**config.mk**
```make
export PLATFORM = sky130hd
export DESIGN_NAME = pulse_retry_queue
export DESIGN_NICKNAME = d
export VERILOG_FILES = /design/src/rtl/pulse_retry_queue.sv
export SDC_FILE = /design/constraint.sdc
export NUM_CORES = 1
export LEC_CHECK = 0
export CORE_UTILIZATION = 45
export CTS_CLUSTER_SIZE = 8
export DETAILED_ROUTE_END_ITERATION = 10
export DONT_BUFFER_PORTS = 1
export MAX_ROUTING_LAYER = met4
export PLACE_DENSITY = 0.61
export SLEW_MARGIN = 10
export SYNTH_ARGS = -nofsm -noshare
export SYNTH_HDL_FRONTEND = slang
export SYNTH_SLANG_ARGS = --single-unit
```
**constraint.sdc**
```tcl
create_clock -name src_clk -period 2.9 [get_ports src_clk]
set_clock_uncertainty 0.1 [all_clocks]
set_input_delay 0.87 -clock src_clk [delete_from_list [all_inputs] [get_ports src_clk]]
set_output_delay 0.87 -clock src_clk [all_outputs]
set_load 0.02 [all_outputs]
```
**src/rtl/pulse_retry_queue.sv**
```systemverilog
// Source-domain event queue that issues pending events one at a time as sync_pulse and
// retries rejected pulses after a backoff. Optional statistics: PULSE_RETRY_STATS_EN.
module pulse_retry_queue #(
  parameter int unsigned CNT_W       = 8,
  parameter int unsigned BACKOFF_CYC = 4,
  parameter int unsigned STAT_W      = 16
) (
  input  logic              src_clk,
  input  logic              src_rst_n,
  input  logic              evt_in,
  input  logic              clr,
  input  logic              sync_fail,
  output logic              sync_pulse,
  output logic [CNT_W-1:0]  pending,
  output logic              full,
  output logic              overflow,
  output logic              busy,
  output logic [STAT_W-1:0] retry_cnt,
  output logic [STAT_W-1:0] deliver_cnt
);

  typedef enum logic [1:0] {StIdle, StIssue, StCheck, StBackoff} state_e;

  localparam int unsigned BoW = (BACKOFF_CYC > 2) ? $clog2(BACKOFF_CYC) : 1;
  localparam logic [BoW-1:0] BoInit = (BACKOFF_CYC > 0) ? BoW'(BACKOFF_CYC - 1) : '0;

  state_e             state_q, state_d;
  logic [BoW-1:0]     bo_q, bo_d;
  logic [CNT_W-1:0]   pending_q, pending_d;
  logic               overflow_q, overflow_d;
  logic               inc, dec;

  assign full = (pending_q == '1);

  always_comb begin
    state_d    = state_q;
    bo_d       = bo_q;
    dec        = (state_q == StCheck) && !sync_fail;
    // A simultaneous delivery frees a slot, so a full queue still accepts the event.
    inc        = evt_in && !(full && !dec);
    overflow_d = overflow_q | (evt_in && full && !dec);
    pending_d  = pending_q + CNT_W'(inc) - CNT_W'(dec);

    case (state_q)
      StIdle: begin
        if (pending_q != '0) state_d = StIssue;
      end
      StIssue: state_d = StCheck;
      StCheck: begin
        if (!sync_fail) begin
          state_d = StIdle;
        end else if (BACKOFF_CYC == 0) begin
          state_d = StIssue;
        end else begin
          state_d = StBackoff;
          bo_d    = BoInit;
        end
      end
      StBackoff: begin
        if (bo_q == '0) state_d = StIssue;
        else            bo_d    = bo_q - 1'b1;
      end
      default: state_d = StIdle;
    endcase

    if (clr) begin
      state_d    = StIdle;
      bo_d       = '0;
      pending_d  = '0;
      overflow_d = 1'b0;
    end
  end

  always_ff @(posedge src_clk or negedge src_rst_n) begin
    if (!src_rst_n) begin
      state_q    <= StIdle;
      bo_q       <= '0;
      pending_q  <= '0;
      overflow_q <= 1'b0;
    end else begin
      state_q    <= state_d;
      bo_q       <= bo_d;
      pending_q  <= pending_d;
      overflow_q <= overflow_d;
    end
  end

  assign sync_pulse = (state_q == StIssue);
  assign busy       = (state_q != StIdle);
  assign pending    = pending_q;
  assign overflow   = overflow_q;

`ifdef PULSE_RETRY_STATS_EN
  logic [STAT_W-1:0] retry_q, deliver_q;

  // Results are counted even in a clr cycle: the pulse was really issued.
  always_ff @(posedge src_clk or negedge src_rst_n) begin
    if (!src_rst_n) begin
      retry_q   <= '0;
      deliver_q <= '0;
    end else if (state_q == StCheck) begin
      if (sync_fail) begin
        if (retry_q != '1) retry_q <= retry_q + 1'b1;
      end else begin
        if (deliver_q != '1) deliver_q <= deliver_q + 1'b1;
      end
    end
  end

  assign retry_cnt   = retry_q;
  assign deliver_cnt = deliver_q;
`else
  assign retry_cnt   = '0;
  assign deliver_cnt = '0;
`endif

endmodule

```
==> run_results.csv, run 1 <==
group,metric,value,unit
final_layout,n_antenna_cell,0,
global_route,grt_max_degree,17,
setup_path,reg2reg_to,"pending[6]",
final_layout,mostFrequentLayoutCell,"conb_1",
timing,whs,0.1753,ns
logic_synthesis,async_flop_share,1.000,
timing,setup_ws,0.2651,ns
drt,viasPerCell,4.966,
logic_synthesis,synth-main-ff-cell,"dfrtp_1",
cts,post_cts_buffers,0,
power,peakVddDrop,653.3,uV
setup_path,worstSetupStartpointType,"flop",
status,status,"complete, no violations",
setup_path,slowest_delay,0.41,ns
global_route,grt_pass1_wl,3498,um
drt,vias,879,
floorplanning,initial_core_util,0.4942,
timing,layout_min_cycle_time,2.635,ns
placed_design,place_ws,0.1358,ns
timing,slew_violations,0,
logic_synthesis,synth_area,0.001269,sq mm
power,power.internal,0.6030,mW
placed_design,finalWeightedCongestion,0.8535,
global_route,antenna_found_initial,0,
placed_design,place_inst,173,
power,pwr-share-clk,0.098,
drt,ant_nets,0,
drt,dr.pass1.iters,4,
setup_path,critPathKind,"flop to flop",
power,combPwrFrac,0.598,
power,p_leak,0.6307,nW
cts,clk_path_buf_depth,2,
logic_synthesis,synth_edf_count,0,
floorplanning,coreArea,0.002567,sq mm
power,switchingPower,0.5637,mW
final_layout,area_growth,-3.846,%
power,switching_share,0.4832,
logic_synthesis,synth_cell_types,36,
timing,post-route-period-util,0.9086,
floorplanning,rows,18,
logic_synthesis,avgSynthCellArea,8.872,sq um
drt,drc,0,
floorplanning,die-area,0.003035,sq mm
cts,cts_sinks,13,
cts,post_cts_resized,0,
global_route,grt_use_total,0.1709,
final_layout,mostFrequentLayoutCells,"32 x conb_1, 18 x ha_1, 13 x dfrtp_1",
drt,routed_wirelength,2085,um
drt,wl_per_cell,11.78,um
setup_path,arrival,2.73,ns
floorplanning,fp.dieW,55.10,um
setup_path,r2r_start,"state_q[0]",
setup_path,path_cells,"inv_1 -> ha_1 -> nand2b_1 -> or2_2 -> o21ai_0 -> ha_1 -> fa_1 -> a21oi_1 -> nor4b_1 -> nor3_1 -> nor3_1",
cts,cts_root_buf,"clkbuf_4",
cts,clkSlewWorstSetupHoldPaths,0.08,ns
cts,htreeDepth,1,
floorplanning,io_pins,49,
cts,clock_latency,0.28,ns
power,sequentialPowerShare,0.304,
cts,cts_hold_buf,0,
worst_hold_path,hp-class,"input pin to async pin",
setup_path,crit_start,"state_q[0]",
cts,cts_buffers,3,
timing,setup_violations,0,
drt,first_iter_violations,11,
setup_path,cp_max_fo,5,
cts,cts_tree,"yes",
setup_path,r2r_cells,11,
placed_design,dpl_cell_area,0.001194,sq mm
final_layout,instances_no_fill,177,
logic_synthesis,yosysTopAreaCell,"dfrtp_1",
placed_design,dp_hpwl,1673,um
logic_synthesis,ys_warn_count,0,
timing,hold_viol_final,0,
placed_design,port_buffers,0,
logic_synthesis,synthTopCellsByArea,"dfrtp_1 26%, buf_4 19%, ha_1 18%, inv_1 3.6%, nand2_1 3.0%",
final_layout,nets,172,
run,max_cap_viol_count,0,
setup_path,worstPathRequired,2.99,ns
logic_synthesis,synth_top_cell_area_share,0.2564,
final_layout,layout-drive-gt1-share,0.05442,
setup_path,critical_path.slowest_cell,"dfrtp_1",
timing,max_freq,379.5,MHz
final_layout,fin_area,0.001220,sq mm
global_route,grt-ovfl-total,0,
timing,setup-tns-final,0,ns
floorplanning,die_y,55.10,um
power,p_per_area,956.4,mW/mm^2
logic_synthesis,synth_seq_cells,13,
setup_path,worstSetupEndpointType,"flop",
setup_path,r2r_setup_slack,0.27,ns
logic_synthesis,yosysSeqAreaShare,0.2564,
timing,rsz0062_at_grt,"no",
logic_synthesis,syn_inst,143,
global_route,grt_pass1_vias,836,
==> synthesized netlist by cell type (2+ instances only) <==
cell type	instances
nand2b_1	2
mux2i_1	3
dfrtp_1	13
nand2_1	10
nor3_1	2
ha_1	18
a211oi_1	3
a21oi_1	5
buf_4	32
o21bai_1	2
xnor2_1	2
nor2b_1	6
inv_1	12
nand3_1	2
nor2_1	10
==> stage by stage <==
step / total power [mW] / utilization
global route: 1.285 / 0.4751
global placement: 1.048 / 0.4649
CTS: 1.178 / 0.4751
detailed placement: 1.058 / 0.4649
finish: 1.167 / 0.4751
floorplan: 0.9690 / -
==> power by group through the flow <==
| stage | combinational (mW) | clock [mW] | sequential [mW] |
|---|---|---|---|
| floorplan | 0.628 | 0 | 0.341 |
| global placement | 0.689 | 0 | 0.359 |
| detailed placement | 0.696 | 0 | 0.362 |
| CTS | 0.703 | 0.118 | 0.357 |
| global route | 0.787 | 0.132 | 0.367 |
| finish | 0.698 | 0.114 | 0.355 |
==> metal layers <==
| layer | up-vias | global-route usage | share of wire |
|---|---|---|---|
| met5 | - | - | 0 |
| met4 | 0 | 0.06250 | 0.019 |
| met3 | 6 | 0.07104 | 0.094 |
| met2 | 44 | 0.2711 | 0.45 |
| met1 | 405 | 0.1917 | 0.44 |
| li1 | 424 | - | - |
==> layout make-up <==
class	instances	area, sq um
Clock buffer	4	26.28
Fill cell	265	1348
Sequential cell	13	325.3
Timing Repair Buffer	2	15.01
Inverter	12	45.04
Multi-Input combinational cell	116	770.7
Tap cell	30	37.54
==> registers in the layout, summed over array words and instances, names as in the netlist <==
name / flops
bo_q: 2
overflow: 1
pending: 8
state_q: 2
==> logic make-up (layout without fill, tap and decap cells) <==
group                    Yosys count  count (layout)  synth area share
other                              1              32          0.002956
AO/OA/AOI/OAI                     20              20            0.1174
AND/OR/NAND/NOR                   38              38            0.1489
multiplexers                       4               4           0.03254
adder cells (fa/ha/maj)           19              19            0.1933
XOR/XNOR                           3               3           0.02071
buffers and inverters             45              18            0.2278
flip-flops                        13              13            0.2564
==> worst max-delay path by stage <==
stage	end	cells after the start	slack, ns
6_report	pending[6]	11	0.27
5_1_grt	pending[6]	11	0.01
4_1_cts	pending[6]	11	0.24
3_5_place_dp	pending[6]	9	0.14
3_3_place_gp	pending[6]	9	0.12
2_1_floorplan	pending[6]	9	0.25
==> critical path, delay by kind of cell (launching register included) <==
family / cells / cell delay, ns
simple gates: 5 / 1.08
fa+ha+maj: 3 / 0.67
flops: 1 / 0.41
compound gates: 2 / 0.18
buf+inv: 1 / 0.11
(Power assumes the default switching activity.)
==> run 2, diff against run 1 <==
--- a/config.mk
+++ b/config.mk
@@ -15,3 +15,4 @@
 export SYNTH_ARGS = -nofsm -noshare
 export SYNTH_HDL_FRONTEND = slang
 export SYNTH_SLANG_ARGS = --single-unit
+export TNS_END_PERCENT = 1
==> results of run 2 <==
The final DEF is identical to that of run 1; final timing and power are the same.
==> run 3, diff against run 2 <==
--- a/config.mk
+++ b/config.mk
@@ -11,6 +11,7 @@
 export DONT_BUFFER_PORTS = 1
 export MAX_ROUTING_LAYER = met4
 export PLACE_DENSITY = 0.61
+export SETUP_SLACK_MARGIN = 0.4
 export SLEW_MARGIN = 10
 export SYNTH_ARGS = -nofsm -noshare
 export SYNTH_HDL_FRONTEND = slang
==> run 3 against run 2 <==
- clock power hardly changed
- first-iteration DRC count is 45% lower
- final cell count rose by 2.3%
- largest cell class unchanged
- largest power group unchanged
==> run_results.csv, run 3 (same netlist as run 1, synthesis figures left out) <==
group,metric,value,unit
final_layout,layout-drive-gt1-share,0.1788,
power,combPwrFrac,0.614,
floorplanning,io_pins,49,
global_route,grt-ovfl-total,0,
timing,setup-tns-final,0,ns
run,max_cap_viol_count,0,
global_route,grt_max_degree,17,
setup_path,path_common_cell,"a21oi_1",
power,pwr-share-clk,0.092,
power,switchingPower,0.5910,mW
placed_design,finalWeightedCongestion,0.8185,
timing,setup_violations,0,
cts,cts_hold_buf,0,
floorplanning,rows,18,
drt,first_iter_violations,6,
setup_path,path_cells,"inv_2 -> ha_4 -> nand2b_4 -> or2_4 -> ha_1 -> a21oi_1 -> a21oi_1 -> a221oi_1 -> mux2_2",
cts,clkSlewWorstSetupHoldPaths,0.08,ns
drt,vias,871,
drt,drc,0,
timing,max_freq,422.7,MHz
setup_path,critical_path.slowest_cell,"dfrtp_1",
setup_path,slowest_delay,0.41,ns
setup_path,crit_start,"state_q[0]",
drt,routed_wirelength,2130,um
final_layout,n_antenna_cell,0,
cts,clock_latency,0.28,ns
timing,hold_viol_final,0,
floorplanning,fp.dieW,55.10,um
floorplanning,die-area,0.003035,sq mm
setup_path,worstPathRequired,2.97,ns
timing,slew_violations,0,
global_route,grt_pass1_wl,3387,um
setup_path,worstSetupEndpointType,"flop",
timing,rsz0062_at_grt,"no",
status,status,"complete, no violations",
final_layout,num-fill-cells,245,
final_layout,utilization,0.5068,
setup_path,cp_max_fo,5,
global_route,grt_use_total,0.1639,
drt,wl_per_cell,11.77,um
cts,cts_sinks,13,
setup_path,worstSetupStartpointType,"flop",
cts,htreeDepth,1,
timing,whs,0.1756,ns
placed_design,dp_hpwl,1690,um
setup_path,crit_path_end,"pending[7]",
placed_design,port_buffers,0,
global_route,grt_pass1_vias,770,
cts,clk_path_buf_depth,2,
setup_path,r2r_cells,9,
drt,viasPerCell,4.812,
global_route,antenna_found_initial,0,
cts,cts_buffers,3,
final_layout,largest_reg_flops,8,
setup_path,critPathKind,"flop to flop",
final_layout,nets,176,
floorplanning,die_y,55.10,um
final_layout,mostFrequentLayoutCells,"32 x conb_1, 16 x ha_1, 11 x inv_1",
setup_path,arrival,2.43,ns
drt,dr.pass1.iters,4,
setup_path,r2r_setup_slack,0.53,ns
drt,ant_nets,0,
power,sequentialPowerShare,0.295,
power,finalPower,1.242,mW
power,p_leak,0.6496,nW
power,switching_share,0.4760,
setup_path,path_delay_family,"compound AO/OA/AOI/OAI gates",
timing,layout_min_cycle_time,2.366,ns
final_layout,mostFrequentLayoutCell,"conb_1",
setup_path,cp_num_cells,9,
cts,cts_tree,"yes",
setup_path,reg2reg_to,"pending[7]",
cts,cts_root_buf,"clkbuf_4",
floorplanning,initial_core_util,0.4942,
setup_path,cp.buffers_inverters,1,
power,p_per_area,954.2,mW/mm^2
floorplanning,coreArea,0.002567,sq mm
power,peakVddDrop,607.4,uV
timing,post-route-period-util,0.8158,
power,power.internal,0.6506,mW
setup_path,r2r_start,"state_q[0]",
final_layout,area_growth,2.564,%
worst_hold_path,hp-class,"input pin to async pin",
-- run 3: cell types whose count changed in the layout (fill, tap and decap cells not counted), sizes merged --
cell,delta
buf,+4
-- run 3: per-layer routing --
metal	track usage	wire length, um	vias up
met5	-	0	-
met1	0.2070	1017	395
li1	-	-	433
met3	0.06831	177	2
met2	0.2490	923	41
met4	0.02500	12	0
-- run 3: area by class of cell --
class                   instances  area (sq um)  share of cell area
clock buffers                   4         26.28             0.02019
inverters                      12         45.04             0.03462
repair buffers                  6         45.04             0.03462
well taps                      30         37.54             0.02885
flip-flops and latches         13         332.8              0.2558
multi-input cells             116         814.5              0.6260
-- run 3: power by group through the flow --
| stage | combinational (mW) | sequential (mW) | clock [mW] |
|---|---|---|---|
| floorplan | 0.650 | 0.341 | 0 |
| global route | 0.863 | 0.376 | 0.128 |
| detailed placement | 0.720 | 0.362 | 0 |
| global placement | 0.707 | 0.360 | 0 |
| finish | 0.762 | 0.366 | 0.114 |
| CTS | 0.734 | 0.361 | 0.119 |
-- run 3: repair_timing --
| action | in CTS | in global routing |
|---|---|---|
| endpoints found under the setup margin | 2 | 3 |
| resized for setup | 3 | 10 |
| buffers inserted | 0 | 5 |
| hold endpoints to repair | 0 | 0 |
| pin swaps | 0 | 4 |
-- run 3: worst min path at each step --
stage	slack, ns	end	cells after the start
after floorplan	0.44	state_q[1]	2
after global placement	0.47	overflow	0
after detailed placement	0.47	overflow	0
after CTS	0.16	pending[2]	0
after global routing	0.15	bo_q[1]	0
final	0.18	bo_q[1]	0
-- run 3: stage by stage --
step	worst slack, ns	instances	area [sq um]
after detailed placement	0.2479	172	1209
final	0.5341	181	1301
after global placement	0.2946	172	1209
after floorplan	0.3699	174	1408
after global routing	0.3921	181	1301
after CTS	0.4022	176	1249
